===== src/rtl/writeback_unit_if.sv =====
// Writeback unit bundle: ALU/LSU result inputs, scoreboard mark/check, regfile write port and status.
interface writeback_unit_if #(
  parameter int unsigned XLEN = 32
);
  logic            alu_valid;
  logic [4:0]      alu_rd;
  logic [XLEN-1:0] alu_data;
  logic            lsu_valid;
  logic [4:0]      lsu_rd;
  logic [XLEN-1:0] lsu_data;
  logic            lsu_ready;
  logic            mark_valid;
  logic [4:0]      mark_rd;
  logic [4:0]      chk_rs1;
  logic [4:0]      chk_rs2;
  logic            hazard;
  logic            rd_we;
  logic [4:0]      rd_num;
  logic [XLEN-1:0] rd_data;
  logic            sb_err;
  logic            halted;
  logic            wb_idle;

  modport master (
    output alu_valid, alu_rd, alu_data, lsu_valid, lsu_rd, lsu_data,
           mark_valid, mark_rd, chk_rs1, chk_rs2, halted,
    input  lsu_ready, hazard, rd_we, rd_num, rd_data, sb_err, wb_idle
  );

  modport slave (
    input  alu_valid, alu_rd, alu_data, lsu_valid, lsu_rd, lsu_data,
           mark_valid, mark_rd, chk_rs1, chk_rs2, halted,
    output lsu_ready, hazard, rd_we, rd_num, rd_data, sb_err, wb_idle
  );
endinterface


===== src/rtl/writeback_unit.sv =====
// Regfile writeback arbiter: ALU > buffered LSU > direct LSU, with a busy-register scoreboard.
module writeback_unit #(
  parameter int unsigned XLEN       = 32,
  parameter int unsigned FIFO_DEPTH = 2
) (
  input  logic           clk,
  input  logic           rst_b,
  writeback_unit_if.slave wb
);
  localparam int unsigned CNT_W = $clog2(FIFO_DEPTH + 1);
  localparam int unsigned PTR_W = (FIFO_DEPTH > 1) ? $clog2(FIFO_DEPTH) : 1;
  localparam int unsigned NREG  = 32;

  logic [4:0]      fifo_rd   [FIFO_DEPTH];
  logic [XLEN-1:0] fifo_data [FIFO_DEPTH];
  logic [PTR_W-1:0] wr_ptr, rd_ptr;
  logic [CNT_W-1:0] count;
  logic [NREG-1:0]  busy, busy_nxt;

  logic            rd_we_q, rd_from_lsu, sb_err_q;
  logic [4:0]      rd_num_q;
  logic [XLEN-1:0] rd_data_q;

  logic            fifo_empty, lsu_acc, push, pop;
  logic            sel_valid, sel_lsu;
  logic [4:0]      sel_rd;
  logic [XLEN-1:0] sel_data;
  logic            unused_halted;

  function automatic logic [PTR_W-1:0] ptr_inc(input logic [PTR_W-1:0] p);
    return (p == PTR_W'(FIFO_DEPTH - 1)) ? '0 : p + PTR_W'(1);
  endfunction

  assign fifo_empty = (count == '0);
  assign lsu_acc    = wb.lsu_valid && wb.lsu_ready;

  // Write-source selection; the direct LSU path only bypasses an empty buffer.
  always_comb begin
    sel_valid = 1'b0;
    sel_lsu   = 1'b0;
    sel_rd    = '0;
    sel_data  = '0;
    pop       = 1'b0;
    if (wb.alu_valid) begin
      sel_valid = 1'b1;
      sel_rd    = wb.alu_rd;
      sel_data  = wb.alu_data;
    end else if (!fifo_empty) begin
      sel_valid = 1'b1;
      sel_lsu   = 1'b1;
      sel_rd    = fifo_rd[rd_ptr];
      sel_data  = fifo_data[rd_ptr];
      pop       = 1'b1;
    end else if (lsu_acc) begin
      sel_valid = 1'b1;
      sel_lsu   = 1'b1;
      sel_rd    = wb.lsu_rd;
      sel_data  = wb.lsu_data;
    end
    push = lsu_acc && (wb.alu_valid || !fifo_empty);
  end

  // Clear follows the committed LSU write; a same-edge mark overrides it.
  always_comb begin
    busy_nxt = busy;
    if (rd_we_q && rd_from_lsu) busy_nxt[rd_num_q] = 1'b0;
    if (wb.mark_valid)          busy_nxt[wb.mark_rd] = 1'b1;
    busy_nxt[0] = 1'b0;
  end

  always_ff @(posedge clk) begin
    if (!rst_b) begin
      rd_we_q     <= 1'b0;
      rd_num_q    <= '0;
      rd_data_q   <= '0;
      rd_from_lsu <= 1'b0;
      busy        <= '0;
      sb_err_q    <= 1'b0;
      wr_ptr      <= '0;
      rd_ptr      <= '0;
      count       <= '0;
    end else begin
      rd_we_q     <= sel_valid && (sel_rd != 5'd0);
      rd_num_q    <= sel_rd;
      rd_data_q   <= sel_data;
      rd_from_lsu <= sel_lsu;
      busy        <= busy_nxt;
      if (wb.mark_valid && (wb.mark_rd != 5'd0) && busy[wb.mark_rd]) sb_err_q <= 1'b1;
      if (push) wr_ptr <= ptr_inc(wr_ptr);
      if (pop)  rd_ptr <= ptr_inc(rd_ptr);
      if (push && !pop)      count <= count + CNT_W'(1);
      else if (pop && !push) count <= count - CNT_W'(1);
    end
  end

  always_ff @(posedge clk) begin
    if (rst_b && push) begin
      fifo_rd[wr_ptr]   <= wb.lsu_rd;
      fifo_data[wr_ptr] <= wb.lsu_data;
    end
  end

  // The buffer drains the same way whether or not the core is halted.
  assign unused_halted = wb.halted;

  assign wb.lsu_ready = (count < CNT_W'(FIFO_DEPTH));
  assign wb.hazard    = busy[wb.chk_rs1] | busy[wb.chk_rs2];
  assign wb.rd_we     = rd_we_q;
  assign wb.rd_num    = rd_num_q;
  assign wb.rd_data   = rd_data_q;
  assign wb.sb_err    = sb_err_q;
  assign wb.wb_idle   = fifo_empty && !rd_we_q && (busy == '0);
endmodule

===== src/flat_wrapper.sv =====
// flat-port wrapper written by rule: the top's interface ports become plain ports
module writeback_unit_flat 
#(
  parameter int unsigned XLEN       = 32,
  parameter int unsigned FIFO_DEPTH = 2
)
  (clk, rst_b, wb_alu_valid, wb_alu_rd, wb_alu_data, wb_lsu_valid, wb_lsu_rd, wb_lsu_data, wb_mark_valid, wb_mark_rd, wb_chk_rs1, wb_chk_rs2, wb_halted, wb_lsu_ready, wb_hazard, wb_rd_we, wb_rd_num, wb_rd_data, wb_sb_err, wb_wb_idle);
  writeback_unit_if #(.XLEN(XLEN)) wb_i ();
  input  logic clk;
  input  logic rst_b;
  input wire logic [$bits(wb_i.alu_valid)-1:0] wb_alu_valid;
  input wire logic [$bits(wb_i.alu_rd)-1:0] wb_alu_rd;
  input wire logic [$bits(wb_i.alu_data)-1:0] wb_alu_data;
  input wire logic [$bits(wb_i.lsu_valid)-1:0] wb_lsu_valid;
  input wire logic [$bits(wb_i.lsu_rd)-1:0] wb_lsu_rd;
  input wire logic [$bits(wb_i.lsu_data)-1:0] wb_lsu_data;
  input wire logic [$bits(wb_i.mark_valid)-1:0] wb_mark_valid;
  input wire logic [$bits(wb_i.mark_rd)-1:0] wb_mark_rd;
  input wire logic [$bits(wb_i.chk_rs1)-1:0] wb_chk_rs1;
  input wire logic [$bits(wb_i.chk_rs2)-1:0] wb_chk_rs2;
  input wire logic [$bits(wb_i.halted)-1:0] wb_halted;
  output wire logic [$bits(wb_i.lsu_ready)-1:0] wb_lsu_ready;
  output wire logic [$bits(wb_i.hazard)-1:0] wb_hazard;
  output wire logic [$bits(wb_i.rd_we)-1:0] wb_rd_we;
  output wire logic [$bits(wb_i.rd_num)-1:0] wb_rd_num;
  output wire logic [$bits(wb_i.rd_data)-1:0] wb_rd_data;
  output wire logic [$bits(wb_i.sb_err)-1:0] wb_sb_err;
  output wire logic [$bits(wb_i.wb_idle)-1:0] wb_wb_idle;
  assign wb_i.alu_valid = wb_alu_valid;
  assign wb_i.alu_rd = wb_alu_rd;
  assign wb_i.alu_data = wb_alu_data;
  assign wb_i.lsu_valid = wb_lsu_valid;
  assign wb_i.lsu_rd = wb_lsu_rd;
  assign wb_i.lsu_data = wb_lsu_data;
  assign wb_i.mark_valid = wb_mark_valid;
  assign wb_i.mark_rd = wb_mark_rd;
  assign wb_i.chk_rs1 = wb_chk_rs1;
  assign wb_i.chk_rs2 = wb_chk_rs2;
  assign wb_i.halted = wb_halted;
  assign wb_lsu_ready = wb_i.lsu_ready;
  assign wb_hazard = wb_i.hazard;
  assign wb_rd_we = wb_i.rd_we;
  assign wb_rd_num = wb_i.rd_num;
  assign wb_rd_data = wb_i.rd_data;
  assign wb_sb_err = wb_i.sb_err;
  assign wb_wb_idle = wb_i.wb_idle;
  writeback_unit #(.XLEN(XLEN), .FIFO_DEPTH(FIFO_DEPTH)) u_core (.clk(clk), .rst_b(rst_b), .wb(wb_i));
endmodule

===== config.mk =====
export PLATFORM = sky130hd
export DESIGN_NAME = writeback_unit_flat
export DESIGN_NICKNAME = d
export VERILOG_FILES = /design/src/rtl/writeback_unit_if.sv /design/src/rtl/writeback_unit.sv /design/src/flat_wrapper.sv
export SDC_FILE = /design/constraint.sdc
export NUM_CORES = 1
export LEC_CHECK = 0
export BUFFER_PORTS_ARGS = -buffer_cell sky130_fd_sc_hd__buf_2
export CAP_MARGIN = 20
export CORE_ASPECT_RATIO = 0.5
export CORE_UTILIZATION = 59
export CTS_CLUSTER_DIAMETER = 80
export DETAILED_ROUTE_END_ITERATION = 16
export GPL_ROUTABILITY_DRIVEN = 0
export GPL_TIMING_DRIVEN = 1
export PLACE_DENSITY = 0.84
export SLEW_MARGIN = 5
export SYNTH_ARGS = -nofsm -noshare
export SYNTH_HDL_FRONTEND = slang
export SYNTH_SLANG_ARGS = --single-unit
export TNS_END_PERCENT = 50

===== constraint.sdc =====
create_clock -name clk -period 4.9 [get_ports clk]
set_clock_uncertainty 0.1 [all_clocks]
set_input_delay 0.98 -clock clk [delete_from_list [all_inputs] [get_ports clk]]
set_output_delay 0.98 -clock clk [all_outputs]
set_load 0.03 [all_outputs]

==> key figures <==
Yosys
  • Combinational family with the most area after synthesis: multiplexers
  • Post-Synth XOR/XNOR Area: 0.387%
  • Post-synth EDFFs: between 70 and 80
  • Synth Warn #: 0
  • Top post-synthesis cells by count: dfxtp_1 (76), edfxtp_1 (74), nand2_1 (52), mux2i_1 (49), nor2_1 (47)
  • Post-synthesis net count: 679
  • Simple-gate share of the synthesized area: 14.2%
  • Top_reg_cell synth: dfxtp_1
  • Mapped Cells: 584
  • Synth Area per Inst: approximately 12 um^2
  • Most frequent cell after synthesis: dfxtp_1
  • Area contributors post-synth: edfxtp_1 (33%), dfxtp_1 (22%), mux2i_1 (7.2%)
  • Cell taking the most area after synthesis: edfxtp_1
  • Synthesized area: a little under 7000 um^2
  • Post-synth cell types: between 50 and 60
  • Synth Register Bits: 150
  • Synth top area share: approximately a third
  • Mux contribution to synthesized area: between 10 and 15%
  • Ys async rst share: 0%
  • Sequential share of the synthesized area: a little under three fifths
  • Complex-gate fraction of the synthesized area: 13.1%
  • Synth Area in Adders: 0%

Worst setup path
  • Startpoint types: primary input
  • RR Startpoint: u_core.count[0]
  • Type of destination of the critical path: primary output
  • CP arrival: a little under 3 ns
  • Critical path class: in2out
  • R2r endpoint: u_core.wb.rd_data[26]
  • Worst-path maximum fanout: 6
  • Flop2flop setup slack: ~2.3 ns
  • Worst reg2reg path depth: 5
  • Req. time, crit path: ~3.8 ns

Global routing
  • First-pass GRT wire length: roughly 25000 um
  • GRT Total Usage: approximately 27%
  • Initial antenna violation count: 1
  • Largest net degree at the start of global routing: 63
  • GR Overflow Total: 0
  • Vias in the first global route: about 5000

CTS
  • CTS buffer count: 17
  • CTS Sinks: 150
  • CTS resizes: 0
  • Worst-Skew Late Latency: just over 0.4 ns
  • CTS tree: done
  • Setup Fix Bufs, Post-CTS: 0
  • Clk pin slew, worst setup/hold paths: 0.06 ns
  • Root buffer cell: clkbuf_16
  • Hold_buf cts: 0
  • Clock buffer depth: 2
  • Htree depth: 4

Drt
  • ANT nets after route: 0
  • DR pass1 iterations: 6
  • Drt initial violations: roughly 300
  • Routed len/inst: about 18 um
  • Detailed Route WL: between 15000 and 20000 um
  • Via/cell ratio: roughly 6.1
  • Residual DRC: 0
  • Via count: about 5200

STA
  • F_max: about 0.25 GHz
  • Final period utilization: 82.4%
  • Worst-Margin Slew: 1.03 ns
  • Max-slew violation count: 0
  • Rel. slew slack: 31.3%
  • Setup Viol. Count Final: 0
  • Final period demand of the worst path: a little over 4 ns
  • Min Hold Slack: between 0.4 and 0.5 ns
  • RSZ-0062 raised after global routing: false
  • Hold Fails Final Rpt: 0
  • Final setup TNS: 0 ns

Worst hold path
  • Worst Hold Class: reg2reg
  • Min-delay src: u_core.busy[18]
  • Worst Hold End: u_core.busy[18]
  • Hold path depth: 2

Placed design
  • IO buf count: between 100 and 150
  • Cells after DPL: between 800 and 900
  • Dpl hpwl: just over 10000 um

Die
  • Std-Cell Rows: 27
  • I/O Pins: about 140
  • Die area: around 12000 um^2
  • Die Height: between 70 and 80 um
  • Die W: about 150 um
  • Core box area: ~11000 um^2
  • Starting Density: between 60% and 70%

Flow run
  • Max_cap viols: 0

Final layout
  • Final Util: approximately 73%
  • Layout Nets: 800
  • Layout cell share with drive strength beyond 1: between 20% and 30%
  • Post-route insts no fill: about 860
  • Layout area overhead: 19.4%
  • Antenna Cells: 0

Run status
  • Status: finished, final reports clean

Pwr
  • Power Dens Cells: around 370 nW/um^2
  • Leak: a little over 3 nW
  • Worst vdd ir: about 0.31 mV
final cells by class:
type	instances	area [um^2]
multi-input cells	394	2880
inverters	2	7.51
clock buffers	18	429
repair buffers	140	713
fillers	772	2980
flip-flops and latches	150	3740
clock inverters	14	149
well taps	145	181
flip-flops by register name, indices dropped and copies added (netlist names), named ones only:
register,cells
u_core.busy,31
u_core.fifo_data,64
u_core.wb.rd_data,32
u_core.wb.rd_we,1
u_core.count,2
u_core.wr_ptr,1
u_core.rd_ptr,1
u_core.wb.sb_err,1
u_core.fifo_rd,10
u_core.rd_from_lsu,1
u_core.wb.rd_num,5
power by group:
group / leakage, nW / switching [W] / total, W / internal [W]
logic: 1.47 / 0.000201 / 0.000333 / 0.000132
registers: 1.30 / 0.0000287 / 0.00140 / 0.00137
clock network: 0.274 / 0.000518 / 0.00127 / 0.000754
metal layers:
layer	GRT usage (%)	wire, um
met3	7.32	1210
met2	46.7	7630
met4	9.10	162
met5	0	13
met1	34.0	6550
critical path, stage by stage:
cell and delay (ns):
buf_2 0.17, mux4_2 0.52, a32oi_1 0.21, o32ai_1 0.10, or4_1 0.53, a221o_1 0.27
buf_2 0.18
per-stage QoR:
step,power (W),area [um^2],setup slack [ns]
finish,0.00300,8100,0.865
global placement,0.00174,7520,0.884
floorplan,0.00164,6780,1.03
global route,0.00310,8100,0.726
CTS,0.00301,8100,0.853
detailed placement,0.00175,7520,0.858
layout by cell type (no fill, tap or decap), drive strengths merged, types with 8 or more instances in the layout:
cell type  synthesis  layout
mux2i             49      49
a221oi            35      35
nor4               8       8
edfxtp            74      74
nand2             52      52
mux2              12      12
nor3b              8       8
a21boi            32      32
mux4              16      16
clkbuf            27      18
nor2b             37      37
o21ai             36      36
dfxtp             76      76
buf               10     140
nor2              47      47
cell families (layout without fill, tap and decap cells):
family                 Yosys count  in the layout
XOR/XNOR                         3              3
buffers and inverters           40            174
flip-flops                     150            150
AO/OA/AOI/OAI                  124            124
multiplexers                    77             77
AND/OR/NAND/NOR                190            190
how the worst max path moves through the flow:
stage	slack, ns	endpoint	start
after floorplan	1.03	wb_hazard	wb_chk_rs2[0]
after global placement	0.88	wb_hazard	wb_chk_rs1[0]
after detailed placement	0.86	wb_hazard	wb_chk_rs2[0]
after CTS	0.85	wb_hazard	wb_chk_rs1[0]
after global routing	0.73	wb_hazard	wb_chk_rs1[0]
final	0.86	wb_hazard	wb_chk_rs1[0]
Power figures use the tool's default switching activity.
